`config.mk`:
```
export PLATFORM = sky130hd
export DESIGN_NAME = mul_sequencer
export DESIGN_NICKNAME = d
export VERILOG_FILES = /design/src/rtl/mul_sequencer.sv
export SDC_FILE = /design/constraint.sdc
export NUM_CORES = 1
export LEC_CHECK = 0
export CORE_MARGIN = 2
export CORE_UTILIZATION = 35
export DETAILED_ROUTE_END_ITERATION = 16
export SKIP_CTS_REPAIR_TIMING = 1
export SYNTH_ARGS = -nofsm -noshare
export SYNTH_HDL_FRONTEND = slang
export SYNTH_SLANG_ARGS = --single-unit
```
`constraint.sdc`:
```
create_clock -name clk -period 3.1 [get_ports clk]
set_input_delay 0.465 -clock clk [delete_from_list [all_inputs] [get_ports clk]]
set_output_delay 0.465 -clock clk [all_outputs]
set_load 0.1 [all_outputs]
```
`src/rtl/mul_sequencer.sv`:
```
// Iterative shift-add multiplier: one multiplier bit per cycle, low WIDTH bits of product.
// Optional MUL_SEQ_EARLY_EXIT_EN: finish as soon as the remaining multiplier bits are all zero.
module mul_sequencer #(
    parameter int WIDTH = 32,
    parameter int CW    = $clog2(WIDTH + 1)
) (
    input  logic             clk,
    input  logic             reset,
    input  logic             Start,
    input  logic [WIDTH-1:0] SrcA,
    input  logic [WIDTH-1:0] SrcB,
    output logic [WIDTH-1:0] Result,
    output logic             Done,
    output logic             Busy,
    output logic [1:0]       MulFlags,
    output logic [CW-1:0]    Count
);

    typedef enum logic [1:0] {
        IDLE = 2'd0,
        RUN  = 2'd1,
        DONE = 2'd2
    } state_t;

    localparam logic [CW-1:0] LAST = CW'(WIDTH);

    state_t           state_q, state_d;
    logic [WIDTH-1:0] mcand_q, mcand_d;
    logic [WIDTH-1:0] mplier_q, mplier_d;
    logic [WIDTH-1:0] acc_q, acc_d;
    logic [CW-1:0]    count_q, count_d;
    logic [WIDTH-1:0] result_q, result_d;
    logic [1:0]       flags_q, flags_d;
    logic             done_q, done_d;
    logic             busy_q, busy_d;
    logic             last_step;

    always_comb begin
        state_d   = state_q;
        mcand_d   = mcand_q;
        mplier_d  = mplier_q;
        acc_d     = acc_q;
        count_d   = count_q;
        result_d  = result_q;
        flags_d   = flags_q;
        done_d    = 1'b0;
        last_step = 1'b0;

        case (state_q)
            IDLE: begin
                if (Start) begin
                    mcand_d  = SrcA;
                    mplier_d = SrcB;
                    acc_d    = '0;
                    count_d  = '0;
                    state_d  = RUN;
                end
            end
            RUN: begin
                if (mplier_q[0]) begin
                    acc_d = acc_q + mcand_q;
                end
                mcand_d  = mcand_q << 1;
                mplier_d = mplier_q >> 1;
                count_d  = count_q + CW'(1);
`ifdef MUL_SEQ_EARLY_EXIT_EN
                last_step = (count_d == LAST) || (mplier_d == '0);
`else
                last_step = (count_d == LAST);
`endif
                if (last_step) begin
                    state_d = DONE;
                end
            end
            DONE: begin
                result_d = acc_q;
                flags_d  = {acc_q[WIDTH-1], acc_q == '0};
                done_d   = 1'b1;
                state_d  = IDLE;
            end
            default: begin
                state_d = IDLE;
            end
        endcase

        // Busy is registered but decoded from the next state so it tracks state==RUN exactly.
        busy_d = (state_d == RUN);
    end

    always_ff @(posedge clk) begin
        if (reset) begin
            state_q  <= IDLE;
            mcand_q  <= '0;
            mplier_q <= '0;
            acc_q    <= '0;
            count_q  <= '0;
            result_q <= '0;
            flags_q  <= 2'b01;
            done_q   <= 1'b0;
            busy_q   <= 1'b0;
        end else begin
            state_q  <= state_d;
            mcand_q  <= mcand_d;
            mplier_q <= mplier_d;
            acc_q    <= acc_d;
            count_q  <= count_d;
            result_q <= result_d;
            flags_q  <= flags_d;
            done_q   <= done_d;
            busy_q   <= busy_d;
        end
    end

    assign Result   = result_q;
    assign Done     = done_q;
    assign Busy     = busy_q;
    assign MulFlags = flags_q;
    assign Count    = count_q;

endmodule

```
Word-level counts from Yosys, hierarchy flattened --
Index checks and enable logic that the tools add are counted.
Word-level totals: bits in registers 140, output and inout bits 42
Operators by class: $add $sub $neg 2, equal/unequal tests 6, mux-type cells 13, reduce and logical (&&, ||, !) cells 5
Operator list (count):
- one-hot mux 32 bit (2 select lines) | 3
- 2-to-1 mux 32 bit | 4
- adder 32 bit | 1
- logical NOT 32 bit | 1
- one-hot mux 6 bit (2 select lines) | 1
- adder 6 x 1 -> 6 bit, second input constant | 1
- == test 6 bit, second input constant | 1
- 2-to-1 mux 6 bit | 1
- == test 2 x 1 -> 1 bit, second input constant | 2
- 2-to-1 mux 2 bit | 2
- inequality test 2 bit, second input constant | 2
- one-hot mux 2 bit (2 select lines) | 1
- AND reduction 3 bit | 1
- == test 2 bit, second input constant | 1
- logical NOT 2 bit | 1
- AND reduction 2 bit | 1
- nonzero test 2 bit | 1
- 2-to-1 mux 1 bit | 1

Logic depth before layout (Yosys ltp) --
Gate-level depths: netlist of run 1.
word-level depth 5, mapped depth 11, gate-level depth less buffers 11

Worst setup path before layout of run 1 --
Ideal clock, no wire load.
path kind reg2reg, start point register acc_q[0], end point register acc_q[28], data arrival time 2478 ps, required time 3038 ps, slack 560 ps, stages on the path, launching flop included 12, path buffers 0, clock period less this slack 2540 ps, path through dfxtp_1 ha_1 inv_1 fa_1 nor2b_1 o21ai_1 a21oi_1 o2111ai_1 a21oi_1 o311ai_1 a2111o_1 nand3_1
Between the ends: word-level cells in the longest chain between the ends 3
RTL lines:
- from (decl) | line 30 | logic [WIDTH-1:0] acc_q, acc_d;
- from (signal assigned) | line 95 | acc_q <= '0;
- from (signal assigned) | line 105 | acc_q <= acc_d;
- adder 32 bit | line 61 | acc_d = acc_q + mcand_q;
- 2-to-1 mux 32 bit | line 60 | if (mplier_q[0]) begin
- one-hot mux 32 bit (2 select lines) | line 49 | case (state_q)
No other way between the ends. The select of a mux whose other input is x is not followed. A chain may end at the register's enable or synchronous reset.

Worst setup path after layout of run 1 --
Ends and elaborated chain as after synthesis.

==> key figures, run 1 <==
Global route
  • Gr usage total: 0.1817
  • Met1 Track Usage GR: 0.2541
  • Initial antenna violation count: 0
  • Total gr overflow: 0
  • Grt met3 use: 0.05016
  • Met2 Use GR: 0.2708
  • First-pass GRT wire length: 31770 um
  • Most used routing layer: met2
  • Vias in the first global route: between 6k and 7k
  • Largest net degree at the start of global routing: 94

Pwr
  • Total Power: between 4 and 5 mW
  • Switch share: 0.2531
  • Leakage: 3.544 nW
  • Clock share of power: 0.460
  • Net switching power: approximately 1.2 mW
  • Peak VDD IR: 0.0003676 V
  • Int Power: 3.422 mW
  • Comb pwr share: 0.117
  • Cell Pwr Density: slightly above 500 nW/um^2
  • Part of the power in registers: 0.423

Synth
  • Seq/Total Area, Yosys: 0.3948
  • Async S/R FF share, synth: 0
  • Ys flop type: dfxtp_1
  • EDFF count, synth: 0
  • Post-Synthesis Cell Area: 7048 um^2
  • Syn. warnings: 0
  • Syn Area/Cell: roughly 8 um^2
  • Syn nets: 998
  • Post-synth cell types: 67
  • Cell taking the most area after synthesis: dfxtp_1
  • Mapped Cells: 898
  • Area contributors post-synth: dfxtp_1 39%, nand2_1 10%, ha_1 5.7%
  • Share of the synthesized area in the top cell type: 0.3948
  • #FFs+latches synth: 139

Timing
  • Relative slew slack: 0.3970
  • Period Utilization, post-route: 0.9238
  • Final min period: roughly 2900 ps
  • Final worst slack: 236.3 ps
  • Least-Margin Pin Slew: 904.6 ps
  • Fin Setup TNS: 0 ps
  • Fin. Hold Viols: 0
  • RSZ-0062 raised after global routing: false
  • Max Fclk: between 300 and 400 MHz
  • Final Skew: 7.554 ps
  • Final setup fails: 0
  • Max-slew violation count: 0

Routing
  • Routed Antenna Nets: 0
  • DR vias/cell: 5.294
  • Post-Route WL: 19350 um
  • Via Count: 6655
  • Per-cell routed wire length: 15.40 um
  • 1st-iter DRT viols: 565
  • # DRC: 0
  • TritonRoute pass-1 iters: 5

Layout
  • Total Nets Final: 1080
  • Most frequent cells in the layout: 189 x nand2_1, 139 x dfxtp_1, 96 x nor2_1
  • Commonest non-fill, non-tap cell in the layout: nand2_1
  • Ant diodes: 0
  • Layout cells sized above 1: 0.1109
  • Area Growth Syn to Fin: 25.79%
  • Post-layout util: 0.4526

Floorplanning
  • Initial core utilization: 0.3598
  • Cell row count: 51
  • Die Wd: 145.9 um
  • Core footprint: 19590 um^2
  • Die Footprint: 21290 um^2
  • Ports: 109
  • Die height: roughly 150 um

Critical path
  • Req. time, crit path: 3460 ps
  • Critical path cell sequence: ha_1 > inv_1 > fa_1 > nor2b_1 > o21ai_1 > a21oi_1 > o2111ai_1 > a21oi_2 > o311ai_1 > a2111o_1 > nand3_1
  • Crit-path slowest cell: a2111o_1
  • Crit-path max FO: 4
  • Setup CP Type: reg2reg
  • Setup crit end kind: flop
  • Worst path arrival time: 3230 ps
  • Worst setup SP type: flop
  • Crit path largest cell delay: 450 ps

Clock network
  • Clock buffer depth: 2
  • Clk Latency, worst-skew pair: around 420 ps
  • Clock sink count: 139
  • TritonCTS Buffers: 17
  • CTS tree: built
  • Clock slew seen by the registers of the worst setup and hold paths: 60 ps
  • Clock root buffer: clkbuf_16
  • H-tree Lvls: 4

Place
  • Pre-CTS setup slack: between 150 and 200 ps
  • Routability cong.: 0.8929
  • Port buffer count: 108
  • DP Wirelength: 13490 um

Job
  • Max_cap viols: 0

Run status
  • Status: finished clean

Worst hold path
  • Hold WC Path Type: reg2reg
[final timing paths]
path,from,end,slack [ps],cells after the start
worst max register to register,acc_q[0]$_SDFFE_PP0P_,acc_q[28]$_SDFFE_PP0P_,240,11
worst max-delay path,acc_q[0]$_SDFFE_PP0P_,acc_q[28]$_SDFFE_PP0P_,240,11
worst min register to register,Result[10]$_SDFFE_PP0P_,Result[10]$_SDFFE_PP0P_,450,2
worst min-delay path,Result[10]$_SDFFE_PP0P_,Result[10]$_SDFFE_PP0P_,450,2
[cells in the mapped netlist (4+ instances only)]
master,n
nor4_1,8
o22ai_1,16
nor2b_1,5
clkbuf_1,54
nand4_1,8
xor2_1,9
a221oi_1,15
a21oi_1,72
ha_1,32
a21o_1,11
o21ai_0,24
xnor2_1,7
and3_1,9
or3_1,5
o21ai_1,5
a22oi_1,13
nand2_1,190
dfxtp_1,139
nor3_1,10
nand3_1,15
a311oi_1,45
a32o_1,4
a211oi_1,7
nor2_1,97
a2111o_1,4
inv_1,27
o31ai_1,5
[worst max-delay path: cells and delay by family, from the launching register on]
kind / cells / cell delay [ps]
fa+ha+maj: 2 / 620
simple gates: 2 / 210
flops: 1 / 370
buf+inv: 1 / 70
compound gates: 6 / 1540
[metal layers]
layer | up-vias | part of all wire
li1 | 3413 | -
met1 | 3047 | 0.49
met2 | 168 | 0.43
met3 | 27 | 0.061
met4 | 0 | 0.017
met5 | - | 0
[metrics by stage]
step / hold slack [ps] / instance area (um^2) / instances
final: 453.0 / 8866 / 1257
after global routing: 457.9 / 8866 / 1257
after CTS: 443.2 / 8862 / 1257
after detailed placement: 447.7 / 8252 / 1226
after global placement: 446.0 / 8252 / 1226
after floorplan: 436.8 / 7048 / 898
[cell families after synthesis]
kind of cell             after synthesis  share of synthesized area
flip-flops                           139                     0.3948
AND/OR/NAND/NOR                      365                     0.2214
adder cells (fa/ha/maj)               33                    0.05965
XOR/XNOR                              16                    0.01988
buffers and inverters                 88                    0.04882
AO/OA/AOI/OAI                        256                     0.2539
multiplexers                           1                   0.001598
[final cells by class]
type                       instances  area [um^2]
multi-input combinational        671         3938
fill                            1996        10720
sequential                       139         2783
clock inverter                    11        143.9
inverter                          28        105.1
clock buffer                      20        466.7
timing repair buffer             123         1099
tap                              265        331.6
[flip-flops by register name, indices dropped and copies added, names as in the netlist]
| register | flops |
|---|---|
| Count | 6 |
| Result | 32 |
| Busy | 1 |
| Done | 1 |
| mcand_q | 32 |
| mplier_q | 32 |
| state_q | 2 |
| MulFlags | 1 |
| acc_q | 32 |
[power groups by stage]
stage / registers, mW / clock network (mW) / logic, mW
floorplan: 1.96 / 0 / 0.342
global placement: 1.97 / 0 / 0.533
detailed placement: 1.97 / 0 / 0.535
CTS: 1.94 / 2.16 / 0.537
global route: 1.95 / 2.23 / 0.597
finish: 1.94 / 2.11 / 0.536
No activity file was read; power rests on OpenSTA's default activity.
==> inputs of run 2 (changes only) <==
--- a/config.mk
+++ b/config.mk
@@ -5,8 +5,9 @@
 export SDC_FILE = /design/constraint.sdc
 export NUM_CORES = 1
 export LEC_CHECK = 0
+export CAP_MARGIN = 15
 export CORE_MARGIN = 2
-export CORE_UTILIZATION = 35
+export CORE_UTILIZATION = 40
 export DETAILED_ROUTE_END_ITERATION = 16
 export SKIP_CTS_REPAIR_TIMING = 1
 export SYNTH_ARGS = -nofsm -noshare
==> run 2 against run 1 <==
Compared with the run above:
- final area is 0.49% lower
- global-route usage increased by 2.7 points
- sequential share of layout area grew 0.16 points
- die area fell by 12%
- fmax fell by 0.42%
- sequential cell count is the same
- first-iteration DRC count decreased by 29%
- combinational power about the same
- worst hold slack lost 0.61 ps
==> key figures, run 2 (synthesis results as in run 1) <==
Run status
  • Status: finished clean

Layout
  • Layout cells sized above 1: 0.1161 (+0.005229)
  • Ant diodes: 0 (unchanged)
  • Area Growth Syn to Fin: 25.17%
  • Commonest non-fill, non-tap cell in the layout: nand2_1
  • Total Nets Final: 1087 (+0.65%)
  • Most frequent cells in the layout: 189 x nand2_1, 139 x dfxtp_1, 96 x nor2_1

Clock network
  • TritonCTS Buffers: 17 (unchanged)
  • Clock slew seen by the registers of the worst setup and hold paths: 60 ps (about the same)
  • Clock sink count: 139 (unchanged)
  • Clock root buffer: clkbuf_16
  • CTS tree: built
  • H-tree Lvls: 4 (unchanged)
  • Clock buffer depth: 2 (unchanged)
  • Clk Latency, worst-skew pair: 430 ps (about the same)

Timing
  • Period Utilization, post-route: 0.9277 (+0.003914)
  • RSZ-0062 raised after global routing: false
  • Relative slew slack: 0.4979 (+0.1010)
  • Fin Setup TNS: 0 ps (unchanged)
  • Least-Margin Pin Slew: 752.3 ps (-152.3 ps)
  • Fin. Hold Viols: 0 (unchanged)
  • Max-slew violation count: 0 (unchanged)
  • Max Fclk: 347.7 MHz (-0.42%)
  • Final setup fails: 0 (unchanged)
  • Final min period: 2876 ps (+12.13 ps)
  • Final Skew: 7.536 ps (-0.01776 ps)

Routing
  • 1st-iter DRT viols: 399 (-29%)
  • TritonRoute pass-1 iters: 5 (unchanged)
  • Post-Route WL: 19100 um (-1.3%)
  • Routed Antenna Nets: 0 (unchanged)
  • # DRC: 0 (unchanged)
  • DR vias/cell: 5.470 (+3.3%)
  • Via Count: 6695 (+0.60%)
  • Per-cell routed wire length: 15.60 um (+1.3%)

Critical path
  • Worst path arrival time: 3240 ps (about the same)
  • Setup CP Type: reg2reg
  • Crit-path max FO: 4 (unchanged)
  • Req. time, crit path: 3460 ps (about the same)
  • Setup crit end kind: flop
  • Worst setup SP type: flop

Worst hold path
  • Hold WC Path Type: reg2reg

Global route
  • Total gr overflow: 0 (unchanged)
  • Gr usage total: 0.2090 (+0.02726)
  • Largest net degree at the start of global routing: 62 (-34%)
  • Initial antenna violation count: 0 (unchanged)
  • First-pass GRT wire length: 30940 um (-2.6%)
  • Vias in the first global route: 6055 (-2.2%)

Pwr
  • Net switching power: 1.151 mW (-0.72%)
  • Comb pwr share: 0.119 (+0.002)
  • Cell Pwr Density: 510.9 nW/um^2 (-1.1%)
  • Switch share: 0.2554 (+0.002324)
  • Peak VDD IR: 0.0003867 V (+5.2%)
  • Part of the power in registers: 0.430 (+0.007)
  • Leakage: 3.566 nW (+0.60%)
  • Clock share of power: 0.451 (-0.009)
  • Total Power: 4.507 mW (-1.6%)
  • Int Power: 3.356 mW (-1.9%)

Floorplanning
  • Die Wd: 136.7 um (-6.3%)
  • Die Footprint: 18700 um^2 (-12%)
  • Initial core utilization: 0.4089 (+0.04912)
  • Cell row count: 48 (-5.9%)
  • Ports: 109 (unchanged)
  • Die height: 136.7 um (-6.3%)
  • Core footprint: 17240 um^2 (-12%)

Place
  • DP Wirelength: 13620 um (+0.95%)
  • Routability cong.: 0.8482 (-5.0%)
  • Port buffer count: 108 (unchanged)

Job
  • Max_cap viols: 0 (unchanged)
-- run 2: cell types whose count changed in the layout (fill, tap and decap cells not counted), sizes merged --
cell      before  now
buf           58   65
clkbuf        20   18
clkinv         4    8
clkinvlp       4    2
-- run 2: critical path, cell delays in order, from the launching register on --
cell	delay, ps
dfxtp_1	370
ha_1	230
inv_1	70
fa_1	400
nor2b_1	130
o21ai_1	70
a21oi_1	260
o2111ai_1	250
a21oi_2	280
o311ai_1	230
a2111o_1	450
nand3_1	70
-- run 2: path summary, 6_finish.rpt --
kind / startpoint / to / slack (ps) / cells after the start
worst min-delay path: Result[21]$_SDFFE_PP0P_ / Result[21]$_SDFFE_PP0P_ / 450 / 2
worst max register to register: acc_q[0]$_SDFFE_PP0P_ / acc_q[26]$_SDFFE_PP0P_ / 220 / 11
worst min register to register: Result[21]$_SDFFE_PP0P_ / Result[21]$_SDFFE_PP0P_ / 450 / 2
worst max-delay path: acc_q[0]$_SDFFE_PP0P_ / acc_q[26]$_SDFFE_PP0P_ / 220 / 11
-- run 2: per-stage QoR --
step | std cells | utilization | setup WS [ps] | hold slack (ps) | cell area, um^2
after floorplan | 898 | - | 560.0 | 436.8 | 7048
after global placement | 1191 | 0.4770 | 233.5 | 445.1 | 8222
after detailed placement | 1191 | 0.4770 | 193.3 | 448.7 | 8222
after CTS | 1222 | 0.5107 | 147.0 | 456.8 | 8803
after global routing | 1224 | 0.5118 | 11.24 | 467.4 | 8822
final | 1224 | 0.5118 | 224.1 | 452.3 | 8822
-- run 2: metal layers --
metal | track usage | routed length (um)
met5 | 0 | 0
met1 | 0.2982 | 9376
met2 | 0.3078 | 8206
met3 | 0.05333 | 1246
met4 | 0.06481 | 269
-- run 2: area by class of cell --
| type | count | area, um^2 |
|---|---|---|
| clock inverters | 13 | 152.6 |
| clock buffers | 18 | 429.2 |
| repair buffers | 130 | 1139 |
| multi-input cells | 671 | 3933 |
| fillers | 1726 | 8414 |
| flip-flops and latches | 139 | 2783 |
| inverters | 28 | 105.1 |
| well taps | 225 | 281.5 |
-- run 2: power groups by stage --
stage | registers, mW | logic [mW] | clock network (mW)
final | 1.94 | 0.537 | 2.03
after detailed placement | 1.98 | 0.536 | 0
after global placement | 1.97 | 0.534 | 0
after global routing | 1.95 | 0.596 | 2.15
after CTS | 1.94 | 0.538 | 2.07
after floorplan | 1.96 | 0.342 | 0
==> inputs of run 3 (changes only) <==
--- a/config.mk
+++ b/config.mk
@@ -9,6 +9,7 @@
 export CORE_MARGIN = 2
 export CORE_UTILIZATION = 40
 export DETAILED_ROUTE_END_ITERATION = 16
+export PLACE_DENSITY = 0.58
 export SKIP_CTS_REPAIR_TIMING = 1
 export SYNTH_ARGS = -nofsm -noshare
 export SYNTH_HDL_FRONTEND = slang
==> constraint.sdc (replaced) <==
create_clock -name clk -period 3.2 [get_ports clk]
set_input_delay 0.48 -clock clk [delete_from_list [all_inputs] [get_ports clk]]
set_output_delay 0.48 -clock clk [all_outputs]
set_load 0.1 [all_outputs]
==> run 3 against run 2 <==
Compared with the run above:
- sequential cell count is the same
- power increased by 2.4%
- clock skew shrank 2.5 ps
- via count about the same
- final cell count down 0.25%
- highest routed layer unchanged
==> key figures, run 3 (synthesis results as in run 1) <==
Run status
  • Status: finished clean

Timing
  • Max-slew violation count: 0 (unchanged)
  • Max Fclk: 336.8 MHz (-3.1%)
  • Least-Margin Pin Slew: 1053 ps (+301.0 ps)
  • Relative slew slack: 0.2961 (-0.2018)
  • Final Skew: 5.029 ps (-2.507 ps)
  • Fin Setup TNS: 0 ps (unchanged)
  • Period Utilization, post-route: 0.9277 (about the same)
  • Fin. Hold Viols: 0 (unchanged)
  • RSZ-0062 raised after global routing: false
  • Final min period: 2969 ps (+92.82 ps)
  • Final setup fails: 0 (unchanged)

Pwr
  • Clock share of power: 0.481 (+0.030)
  • Part of the power in registers: 0.407 (-0.023)
  • Total Power: 4.614 mW (+2.4%)
  • Leakage: 3.576 nW (+0.28%)
  • Peak VDD IR: 0.0003775 V (-2.4%)
  • Net switching power: 1.181 mW (+2.6%)
  • Int Power: 3.433 mW (+2.3%)
  • Switch share: 0.2560 (+0.0005413)
  • Cell Pwr Density: 519.7 nW/um^2 (+1.7%)
  • Comb pwr share: 0.112 (-0.007)

Place
  • Routability cong.: 0.8847 (+4.3%)
  • Port buffer count: 108 (unchanged)
  • DP Wirelength: 13630 um (about the same)
  • Placed insts: 1189 (-0.17%)

Clock network
  • Clock root buffer: clkbuf_16
  • Clock sink count: 139 (unchanged)
  • H-tree Lvls: 4 (unchanged)
  • CTS tree: built
  • TritonCTS Buffers: 17 (unchanged)
  • Clk Latency, worst-skew pair: 430 ps (about the same)
  • Clock slew seen by the registers of the worst setup and hold paths: 60 ps (about the same)
  • Clock buffer depth: 2 (unchanged)

Critical path
  • CP delay by family, top: compound AO/OA/AOI/OAI gates
  • Crit path largest cell delay: 460 ps (about the same)
  • Req. time, crit path: 3570 ps (+110 ps)
  • Worst path arrival time: 3340 ps (+100 ps)
  • Reg2Reg Setup Slack: 230 ps (about the same)
  • Setup CP Type: reg2reg
  • CP most frequent cell: a21oi_1
  • Crit-path slowest cell: a2111o_1
  • Worst setup SP type: flop
  • Crit-path max FO: 4 (unchanged)
  • Critical path cell sequence: ha_1 > inv_1 > fa_1 > nor2b_1 > o21ai_1 > a21oi_1 > o2111ai_1 > a21oi_1 > o311ai_1 > a2111o_1 > nand3_1
  • CP bufs+invs: 1 (unchanged)
  • Setup crit end kind: flop

Routing
  • Post-Route WL: 19450 um (+1.8%)
  • Routed Antenna Nets: 0 (unchanged)
  • # DRC: 0 (unchanged)
  • Per-cell routed wire length: 15.93 um (+2.1%)
  • DR vias/cell: 5.479 (+0.17%)
  • Via Count: 6690 (-0.075%)
  • 1st-iter DRT viols: 467 (+17%)
  • TritonRoute pass-1 iters: 5 (unchanged)

Global route
  • First-pass GRT wire length: 32030 um (+3.5%)
  • Initial antenna violation count: 0 (unchanged)
  • Largest net degree at the start of global routing: 89 (+44%)
  • Total gr overflow: 0 (unchanged)
  • Vias in the first global route: 6239 (+3.0%)
  • Gr usage total: 0.2178 (+0.008749)

Floorplanning
  • Ports: 109 (unchanged)
  • Core footprint: 17240 um^2 (unchanged)
  • Die Wd: 136.7 um (unchanged)
  • Die height: 136.7 um (unchanged)
  • Die Footprint: 18700 um^2 (unchanged)
  • Cell row count: 48 (unchanged)
  • Initial core utilization: 0.4089 (unchanged)

Layout
  • Most frequent cells in the layout: 189 x nand2_1, 139 x dfxtp_1, 96 x nor2_1
  • Ant diodes: 0 (unchanged)
  • Layout cells sized above 1: 0.1114 (-0.004670)
  • Area Growth Syn to Fin: 25.99%
  • Commonest non-fill, non-tap cell in the layout: nand2_1
  • Total Nets Final: 1083 (-0.37%)
  • Finished Layout Cells: 1221 (-0.25%)

Worst hold path
  • Hold WC Path Type: reg2reg

Job
  • Max_cap viols: 0 (unchanged)
-- run 3: changes by cell type in the layout (fill, tap and decap cells not counted), sizes merged --
cell	change
bufinv	+2
inv	+3
buf	-6
clkdlybuf4s50	+2
clkbuf	-1
clkinv	-3
-- run 3: path summary, 6_finish.rpt --
| check | cells after the start | startpoint | endpoint |
|---|---|---|---|
| max reg2reg | 11 | acc_q[0]$_SDFFE_PP0P_ | acc_q[26]$_SDFFE_PP0P_ |
| max | 11 | acc_q[0]$_SDFFE_PP0P_ | acc_q[26]$_SDFFE_PP0P_ |
| min reg2reg | 2 | Result[4]$_SDFFE_PP0P_ | Result[4]$_SDFFE_PP0P_ |
| min | 2 | Result[4]$_SDFFE_PP0P_ | Result[4]$_SDFFE_PP0P_ |
-- run 3: final cells by class --
cell class / count / area (um^2)
fill: 1712 / 8357
multi-input combinational: 671 / 3934
sequential: 139 / 2783
timing repair buffer: 126 / 1114
clock buffer: 17 / 425.4
tap: 225 / 281.5
clock inverter: 15 / 237.7
inverter: 28 / 105.1
-- run 3: worst min-delay path: stages (launching register included) --
cell and delay (ps):
dfxtp_1 310, nand2_1 50, a21oi_1 50
-- run 3: stage by stage --
stage | instance area, um^2 | hold WS [ps] | setup WS [ps] | utilization
floorplan | 7048 | 436.8 | 660.0 | -
global route | 8880 | 468.6 | 24.06 | 0.5152
detailed placement | 8217 | 447.9 | 308.5 | 0.4767
global placement | 8217 | 444.1 | 343.6 | 0.4767
CTS | 8880 | 446.4 | 265.9 | 0.5152
finish | 8880 | 453.0 | 231.3 | 0.5152
-- run 3: metal layers --
| layer | global-route usage | wire length (um) |
|---|---|---|
| met1 | 0.3029 | 9643 |
| met2 | 0.3294 | 8414 |
| met3 | 0.05667 | 1098 |
| met4 | 0.06713 | 292 |
| met5 | 0 | 0 |
-- run 3: power groups by stage --
stage | clock network [mW] | logic (mW) | registers [mW]
floorplan | 0 | 0.332 | 1.90
global placement | 0 | 0.516 | 1.91
detailed placement | 0 | 0.516 | 1.91
CTS | 2.27 | 0.518 | 1.88
global route | 2.34 | 0.578 | 1.89
finish | 2.22 | 0.518 | 1.88
